## config.mk

```make
export PLATFORM = sky130hd
export DESIGN_NAME = fp_addsub_arbiter
export DESIGN_NICKNAME = d
export VERILOG_FILES = /design/src/rtl/fp_addsub_pkg.sv /design/src/rtl/fp_addsub_rsp_fifo.sv /design/src/rtl/fp_addsub_arbiter.sv
export SDC_FILE = /design/constraint.sdc
export NUM_CORES = 1
export LEC_CHECK = 0
export ABC_AREA = 1
export CORE_ASPECT_RATIO = 1.1
export CORE_UTILIZATION = 51
export DETAILED_ROUTE_END_ITERATION = 8
export PLACE_DENSITY_LB_ADDON = 0.05
export SLEW_MARGIN = 40
export SYNTH_ARGS = -nofsm -noshare
export SYNTH_HDL_FRONTEND = slang
export SYNTH_HIERARCHICAL = 1
export SYNTH_SLANG_ARGS = --single-unit
export TNS_END_PERCENT = 50
```

## constraint.sdc

```tcl
create_clock -name clk -period 6.79 [get_ports clk]
set_input_delay 1.6975 -clock clk [delete_from_list [all_inputs] [get_ports clk]]
set_output_delay 1.6975 -clock clk [all_outputs]
set_load 0.05 [all_outputs]
```

## src/rtl/fp_addsub_pkg.sv

```systemverilog
// fp_addsub_pkg: shared widths, op encoding and response record for the FP add/sub arbiter
package fp_addsub_pkg;

    localparam int NUM_REQ_DEF = 4;
    localparam int WIDTH_DEF   = 32;

    function automatic int id_w(input int n);
        return (n > 1) ? $clog2(n) : 1;
    endfunction

    function automatic int fmt_w(input int exp_bits, input int mant_bits);
        return 1 + exp_bits + mant_bits;
    endfunction

    localparam int ID_W = id_w(NUM_REQ_DEF);

    typedef enum logic {OP_ADD = 1'b0, OP_SUB = 1'b1} op_e;

    typedef struct packed {
        logic [ID_W-1:0]      id;
        logic [WIDTH_DEF-1:0] result;
    } rsp_t;

endpackage

```

## src/rtl/fp_addsub_rsp_fifo.sv

```systemverilog
// fp_addsub_rsp_fifo: show-ahead response FIFO with occupancy count
module fp_addsub_rsp_fifo #(
    parameter int DEPTH = 5,
    parameter int WIDTH = 34
) (
    input  logic                       clk,
    input  logic                       rst_n,
    input  logic                       wr_en,
    input  logic [WIDTH-1:0]           wr_data,
    input  logic                       rd_en,
    output logic                       rd_valid,
    output logic [WIDTH-1:0]           rd_data,
    output logic [$clog2(DEPTH+1)-1:0] occ
);

    localparam int PW = (DEPTH > 1) ? $clog2(DEPTH) : 1;
    localparam int OW = $clog2(DEPTH + 1);

    logic [WIDTH-1:0] mem [DEPTH];
    logic [PW-1:0]    wr_ptr, rd_ptr;
    logic             do_rd;

    assign rd_valid = occ != '0;
    assign rd_data  = rd_valid ? mem[rd_ptr] : '0;
    assign do_rd    = rd_en & rd_valid;

    // pointers wrap at DEPTH; the occupancy count tells full from empty
    always_ff @(posedge clk) begin
        if (!rst_n) begin
            wr_ptr <= '0;
            rd_ptr <= '0;
            occ    <= '0;
        end else begin
            if (wr_en) wr_ptr <= (wr_ptr == PW'(DEPTH - 1)) ? '0 : wr_ptr + 1'b1;
            if (do_rd) rd_ptr <= (rd_ptr == PW'(DEPTH - 1)) ? '0 : rd_ptr + 1'b1;
            occ <= occ + OW'(wr_en) - OW'(do_rd);
        end
    end

    // storage is not reset; the head is masked to zero while empty
    always_ff @(posedge clk) begin
        if (wr_en) mem[wr_ptr] <= wr_data;
    end

endmodule

```

## src/rtl/fp_addsub_arbiter.sv

```systemverilog
// fp_addsub_arbiter: round-robin sharing of one fixed-latency FP32 add/sub core with credit-limited in-order responses
module fp_addsub_arbiter
    import fp_addsub_pkg::*;
#(
    parameter int WIDTH     = 32,
    parameter int EXP_BITS  = 8,
    parameter int MANT_BITS = 23,
    parameter int NUM_REQ   = 4,
    parameter int LAT       = 3,
    parameter int RSP_DEPTH = LAT + 2
) (
    input  logic                       clk,
    input  logic                       rst_n,
    input  logic [NUM_REQ-1:0]         req_valid,
    output logic [NUM_REQ-1:0]         req_ready,
    input  logic [NUM_REQ*WIDTH-1:0]   req_a,
    input  logic [NUM_REQ*WIDTH-1:0]   req_b,
    input  logic [NUM_REQ-1:0]         req_op,
    output logic                       core_valid,
    output logic [WIDTH-1:0]           core_a,
    output logic [WIDTH-1:0]           core_b,
    output logic                       core_op,
    input  logic [WIDTH-1:0]           core_result,
    output logic                       rsp_valid,
    input  logic                       rsp_ready,
    output logic [$clog2(NUM_REQ)-1:0] rsp_id,
    output logic [WIDTH-1:0]           rsp_result,
    output logic                       busy
);

    localparam int IW    = id_w(NUM_REQ);
    localparam int CW    = $clog2(RSP_DEPTH + 1);
    localparam int DW    = IW + WIDTH;
    localparam int FMT_W = fmt_w(EXP_BITS, MANT_BITS);

    logic [WIDTH-1:0] a_arr [NUM_REQ];
    logic [WIDTH-1:0] b_arr [NUM_REQ];
    logic [IW-1:0]    rr_ptr, gnt_id, iss_id;
    logic             gnt_any, credit_ok, pop;
    logic [CW-1:0]    cnt, fifo_occ;
    op_e              iss_op;
    logic [LAT-1:0]   sr_v;
    logic [IW-1:0]    sr_id [LAT];
    logic [DW-1:0]    fifo_rd;

    for (genvar g = 0; g < NUM_REQ; g++) begin : g_unpack
        assign a_arr[g] = req_a[g*WIDTH +: WIDTH];
        assign b_arr[g] = req_b[g*WIDTH +: WIDTH];
    end

    assign pop       = rsp_valid & rsp_ready;
    assign credit_ok = (cnt < CW'(RSP_DEPTH)) | pop;
    assign req_ready = gnt_any ? ({{(NUM_REQ-1){1'b0}}, 1'b1} << gnt_id) : '0;
    assign core_op   = iss_op;
    assign busy      = cnt != '0;

    // round-robin search from rr_ptr with wrap; the nearest valid requester wins
    always_comb begin
        int idx;
        logic [IW-1:0] cand;
        idx     = 0;
        cand    = '0;
        gnt_any = 1'b0;
        gnt_id  = '0;
        for (int k = NUM_REQ - 1; k >= 0; k--) begin
            idx  = int'(rr_ptr) + k;
            idx  = (idx >= NUM_REQ) ? idx - NUM_REQ : idx;
            cand = IW'(idx);
            if (req_valid[cand]) begin
                gnt_any = 1'b1;
                gnt_id  = cand;
            end
        end
        gnt_any = gnt_any & credit_ok & rst_n;
    end

    // pointer moves past the winner; credits count every op from grant until pop
    always_ff @(posedge clk) begin
        if (!rst_n) begin
            rr_ptr <= '0;
            cnt    <= '0;
        end else begin
            if (gnt_any) rr_ptr <= (gnt_id == IW'(NUM_REQ - 1)) ? '0 : gnt_id + 1'b1;
            cnt <= cnt + CW'(gnt_any) - CW'(pop);
        end
    end

    // issue register drives the core one cycle after the grant
    always_ff @(posedge clk) begin
        if (!rst_n) begin
            core_valid <= 1'b0;
            core_a     <= '0;
            core_b     <= '0;
            iss_op     <= OP_ADD;
            iss_id     <= '0;
        end else begin
            core_valid <= gnt_any;
            if (gnt_any) begin
                core_a <= a_arr[gnt_id];
                core_b <= b_arr[gnt_id];
                iss_op <= op_e'(req_op[gnt_id]);
                iss_id <= gnt_id;
            end
        end
    end

    // requester ID travels beside the core so it lines up with core_result
    always_ff @(posedge clk) begin
        if (!rst_n) begin
            sr_v <= '0;
            for (int j = 0; j < LAT; j++) sr_id[j] <= '0;
        end else begin
            sr_v[0]  <= core_valid;
            sr_id[0] <= iss_id;
            for (int j = 1; j < LAT; j++) begin
                sr_v[j]  <= sr_v[j-1];
                sr_id[j] <= sr_id[j-1];
            end
        end
    end

    fp_addsub_rsp_fifo #(
        .DEPTH (RSP_DEPTH),
        .WIDTH (DW)
    ) u_rsp_fifo (
        .clk      (clk),
        .rst_n    (rst_n),
        .wr_en    (sr_v[LAT-1]),
        .wr_data  ({sr_id[LAT-1], core_result}),
        .rd_en    (pop),
        .rd_valid (rsp_valid),
        .rd_data  (fifo_rd),
        .occ      (fifo_occ)
    );

    assign {rsp_id, rsp_result} = fifo_rd;

    // the FIFO only ever holds slots already reserved by the credit count
    always_comb begin
        assert (FMT_W == WIDTH && (!rst_n || fifo_occ <= cnt));
    end

endmodule

```

== After elaboration in Yosys (flattened, before gate mapping) ==
Memory sizes are Yosys's and may differ from the RTL's. A register that Yosys moved wholly into a read port is not among the register bits.
Index checks and enable logic that the tools add are counted.
Storage, ports and cells
  register bits after elaboration: 85
  output and inout bits: 106
  logic and storage cells: 95
  bits in writable memories: 176
  bits of input ports: 299
  memories: 2
Cells by class
  bitwise operators: 9
  $lt $le $gt $ge: 11
  reduce and logical (&&, ||, !) cells: 2
  muxes and demuxes: 42
  add/sub/neg operators: 14
  equality and inequality tests: 3
  shift-type cells: 1
Memories
  u_rsp_fifo.mem: words 5, width 34, read ports 1, clocked after Yosys merged registers in 1, wr ports 1, RTL line fp_addsub_rsp_fifo.sv:19  | logic [WIDTH-1:0] mem [DEPTH];
  sr_id: words 3, width 2, read ports 3, clocked after Yosys merged registers in 0, wr ports 3, RTL line fp_addsub_arbiter.sv:43  | logic [IW-1:0] sr_id [LAT];
Operator list (count)
  $bmux W32 S2: 2
  $mux W32: 4
  $mux W34: 1
  $mux W2: 12
  $lt A2 B3 Y1 const B: 5
  $mux W1: 13
  $ge A3 B3 Y1 const B: 4
  $mux W3: 4
  $bmux W1 S2: 5
  $sub A2 B1 Y2 const B: 4
  $add A2 B2 Y3 const B: 2
  $add A3 B1 Y3: 2
  $add A3 B1 Y3 const B: 2
  $eq A3 B3 Y1 const B: 2
  $reduce_bool A3 Y1: 2
  $sub A3 B1 Y3: 2
  $and A1 B1 Y1: 4
  $mux W4: 1
  $or A1 B1 Y1: 4
  $shl A1 B2 Y4 const A: 1
  $add A2 B1 Y3 const B: 1
  $ge A2 B3 Y1 const B: 1
  $lt A3 B3 Y1 const B: 1
  $not A2 Y3: 1
  other kinds (2): 2

== Depth between registers and ports, before layout ==
  depth after elaboration: 13
  gate-level depth with buffers: 14
  gate-level depth less buffers: 13

== By module ==
The synthesis kept the hierarchy.
Modules (own cells, without submodules)
  fp_addsub_rsp_fifo: cells an instance 596, instances 1, area an instance 7378.3 um^2
  fp_addsub_arbiter: cells an instance 889, instances 1, area an instance 5395.2 um^2

== Worst setup path before layout ==
OpenSTA, ideal clock, no wires.
  kind: input-to-output
  start: input req_valid[1]
  end: output req_ready[3]
  stages on the path: 10
  setup slack: 1.648 ns
  path buffers: 1
  arrival: 3.445 ns
  data required time: 5.092 ns
  cell sequence: inv_1 o21ai_1 nand2_1 nand4_1 nand2_2 inv_2 clkbuf_1 ha_1 inv_1 nor2_1
RTL lines
  from (decl): RTL line fp_addsub_arbiter.sv:14  | input logic [NUM_REQ-1:0] req_valid,
  $bmux W1 S2: RTL line fp_addsub_arbiter.sv:69  | if (req_valid[cand]) begin
  $mux W1 (not written as such): RTL line fp_addsub_arbiter.sv:69
  $mux W2 (3 in series): RTL line fp_addsub_arbiter.sv:69
  $mux W2 *: RTL line fp_addsub_arbiter.sv:69
  via gnt_id[1]: RTL line fp_addsub_arbiter.sv:38  | logic [IW-1:0] rr_ptr, gnt_id, iss_id;
  $shl A1 B2 Y4 *: RTL line fp_addsub_arbiter.sv:53  | assign req_ready = gnt_any ? ({{(NUM_REQ-1){1'b0}}, 1'b1} << gnt_id) : '0;
  $mux W4 *: RTL line fp_addsub_arbiter.sv:53
  to (decl): RTL line fp_addsub_arbiter.sv:15  | output logic [NUM_REQ-1:0] req_ready,
The timed path passes the listed nets; every way through them passes the cells marked *. The select of a mux whose other input is x is not followed.

== Worst setup path in the final report ==
  start: input req_valid[1]
  end: output req_ready[0]
On the way
  word-level cells in the longest chain between the ends: 9
Ends and longest elaborated chain
  $bmux W1 S2: RTL line fp_addsub_arbiter.sv:69
  $mux W1 (not written as such): RTL line fp_addsub_arbiter.sv:69
  $mux W1 (4 in series): RTL line fp_addsub_arbiter.sv:69
  $and A1 B1 Y1 (2 in series): RTL line fp_addsub_arbiter.sv:74  | gnt_any = gnt_any & credit_ok & rst_n;
  $mux W4 *: RTL line fp_addsub_arbiter.sv:53
Every way passes the cells marked *; elsewhere a longest branch is shown, timed or not. The select of a mux whose other input is x is not followed.

==> impl_metrics.py <==
metrics = {
    "sta": {
        "tightest_slew_ps": 824,
        "maxSlewViolCount": 0,
        "fin_crit_sh_pct": 88.9,
        "finClkSkew_ps": 14.8,
        "period_needed_ps": 6040,
        "slew_headroom_pct": 45.1,
        "max_freq_ghz": 0.166,
        "setup_viol": 0,
        "hold_viol_final": 0,
        "rsz0062_at_grt": "false",
        "tns_ps": 0,
    },
    "die": {
        "ioPinCount": 405,
        "dieArea_um2": 25700,
        "rows": 60,
        "die_w_um": 153,
        "coreArea_um2": 24500,
        "die_height_um": 168,
        "start_util_pct": 52.0,
    },
    "route": {
        "ant_nets": 0,
        "wire_per_inst_um": 19.1,
        "via_per_inst": 5.45,
        "drt-total-wl_um": 41200,
        "vias": 11790,
        "drt-initial-drc-count": 851,
        "firstDrtPassIters": 5,
        "drc": 0,
    },
    "synth": {
        "syn_nets": 1799,
        "synth-seq-cells": 264,
        "ys_types": 30,
        "postSynth.asyncResetShare_pct": 0,
        "syn-cell-area_um2": 12800,
        "synth_top_area_share_pct": 40.0,
        "synth_edf_count": 170,
        "ys_seq_area_share_pct": 54.7,
        "yosysWarningCount": 6,
        "syn_inst": 1485,
        "post_synth_main_area_contributors": "edfxtp_1 40%, nand3_1 18%, dfxtp_1 15%",
        "synth_flop_cell": "edfxtp_1",
        "avgSynthCellArea_um2": 8.60,
        "post-synth-top-area-cell": "edfxtp_1",
    },
    "worst_setup_path": {
        "cp_slowest_stage_delay_ps": 830,
        "r2r-end": "cnt[1]",
        "cp_max_fo": 28,
        "cp_cell_sequence": "clkdlybuf4s50_1 > inv_1 > o21ai_1 > nand2_1 > nand3_1 > nand2_1 > nand2_4 > nand2_4 > inv_2 > ha_1 > inv_1 > nor2_1 > clkdlybuf4s50_1",
        "critPathSlowestCell": "clkdlybuf4s50_1",
        "startpoint": "req_valid[1]",
        "crit_required_ps": 5090,
        "ff2ff_path_depth": 12,
        "cp.arrival_ps": 4340,
        "endpoint": "req_ready[0]",
        "reg2reg_slack_ps": 3390,
        "start_kind": "primary input",
        "r2r-start": "u_rsp_fifo/occ[1]",
        "critPathCaptureType": "primary output",
        "crit_type": "primary input to primary output",
    },
    "cells_and_area": {
        "final-instance-count-excl-fill": 2162,
        "nets": 2138,
        "fillCellCount": 1907,
        "final_cell_mix": "464 x nand3_1, 405 x nand2_1, 400 x clkdlybuf4s50_1",
        "final_area_um2": 17700,
        "postLayoutCoreUtil_pct": 72.2,
        "drive_above_1_share_pct": 6.40,
        "syn_to_final_growth_pct": 38.8,
        "layout_commonest_cell": "nand3_1",
    },
    "power": {
        "intPower_mw": 4.13,
        "pwr_density_cell_nw_per_um2": 426,
        "pwr-share-seq_pct": 27.3,
        "switching_share_pct": 45.3,
        "pwr-share-clk_pct": 20.2,
        "p_switching_mw": 3.42,
        "power.leakage_nw": 7.15,
        "combPwrFrac_pct": 52.5,
        "vdd_drop_max_uv": 443,
    },
    "global_route": {
        "grt_pass1_wl_um": 62200,
        "grt_pass1_vias": 10784,
        "grt_max_degree": 108,
        "gr-total-overflow": 0,
        "antenna_found_initial": 8,
        "grt_usage_pct": 31.2,
    },
    "cts": {
        "cts_setup_buffers": 0,
        "clk_latency_ps": 530,
        "cts_tree": "yes",
        "htreeDepth": 1,
        "numClockSinks": 264,
        "clk_path_buf_depth": 3,
        "root_buffer": "clkbuf_16",
        "holdBufCountCts": 0,
        "clk_pin_slew_ps": 60,
        "cts_buffers": 26,
        "cts-resized-gates": 0,
    },
    "place": {
        "dp_cells": 2106,
        "gp_congestion": 0.934,
        "dpl.hpwl_um": 27200,
        "port_buffers": 404,
        "placed_area_um2": 16800,
    },
    "job": {
        "maxCapViolations": 0,
    },
    "min_path": {
        "min_from": "sr_id[0][0]",
        "worstHoldPathType": "flip-flop to flip-flop",
    },
    "status": {
        "outcome": "finished clean",
    },
}
[synthesized netlist by cell type (2+ instances only)]
master,count
inv_2,3
buf_1,4
a21oi_2,20
ha_1,13
buf_6,6
nor3_1,2
xnor2_1,2
inv_1,77
buf_2,48
edfxtp_1,170
buf_4,14
buf_8,2
clkbuf_1,37
dfxtp_1,94
a21oi_1,24
nand2_2,23
nand2_1,405
o21ai_0,37
nor2_1,27
nand3_2,2
fa_1,2
nand3_1,464
clkinv_1,2
[worst min-delay path by stage]
stage                  end  slack (ps)  depth (start not counted)
3_3_place_gp       sr_v[1]         400                          2
6_report       sr_id[0][2]         410                          2
3_5_place_dp       sr_v[2]         400                          2
5_1_grt            sr_v[2]         420                          2
4_1_cts        sr_id[0][2]         410                          2
2_1_floorplan  sr_id[0][2]         390                          2
[per-layer routing]
metal / vias up / GRT usage [%] / part of all wire, %
met3: 72 / 6.10 / 7.8
met4: 2 / 9.71 / 2.6
met5: - / 0 / 0.032
li1: 5721 / - / -
met1: 5511 / 39.5 / 39
met2: 484 / 53.8 / 50
[registers in the layout, summed over array words and instances, names as in the netlist, named ones only]
signal	flops
sr_v	3
u_rsp_fifo/mem	170
u_rsp_fifo/occ	3
core_valid	1
sr_id	6
u_rsp_fifo/rd_ptr	3
core_b	32
u_rsp_fifo/wr_ptr	3
rr_ptr	2
core_a	32
core_op	1
cnt	3
iss_id	2
[power by group through the flow]
stage                     clock network [mW]  logic (mW)  registers [mW]
after floorplan                            0        2.27            2.64
after global placement                     0        3.90            2.08
after detailed placement                   0        3.94            2.09
after CTS                               1.53        3.96            2.06
after global routing                    1.60        4.32            2.08
final                                   1.52        3.96            2.06
[kinds of logic (layout without fill, tap and decap cells)]
group	after synthesis	after routing	share of synthesized area, %
XOR/XNOR	3	3	0.206
AO/OA/AOI/OAI	83	83	3.87
adder cells (fa/ha/maj)	15	15	1.59
AND/OR/NAND/NOR	925	925	32.3
flip-flops	264	264	54.7
buffers and inverters	195	554	7.31
other	0	8	0
[stage by stage]
stage | total power [mW] | hold WS, ps | setup WS (ps)
finish | 7.55 | 409 | 755
global route | 7.99 | 424 | 561
CTS | 7.55 | 415 | 734
detailed placement | 6.02 | 401 | 750
global placement | 5.98 | 400 | 774
floorplan | 4.90 | 390 | 1650
[cell type report]
cell class / count / area (um2) / share of cell area, %
sequential: 264 / 6990 / 39.4
multi-input combinational: 1026 / 4910 / 27.7
timing repair buffer: 423 / 4210 / 23.7
clock buffer: 37 / 723 / 4.08
tap: 310 / 388 / 2.19
inverter: 83 / 317 / 1.78
clock inverter: 11 / 179 / 1.01
antenna: 8 / 20.0 / 0.113
[critical path: cells and delay by family]
kind / cells / cell delay, ps
buffers and inverters: 5 / 1500
and+or+nand+nor: 6 / 810
AOI/OAI and AO/OA: 1 / 180
adders and majority gates: 1 / 140
(Power assumes the default switching activity.)
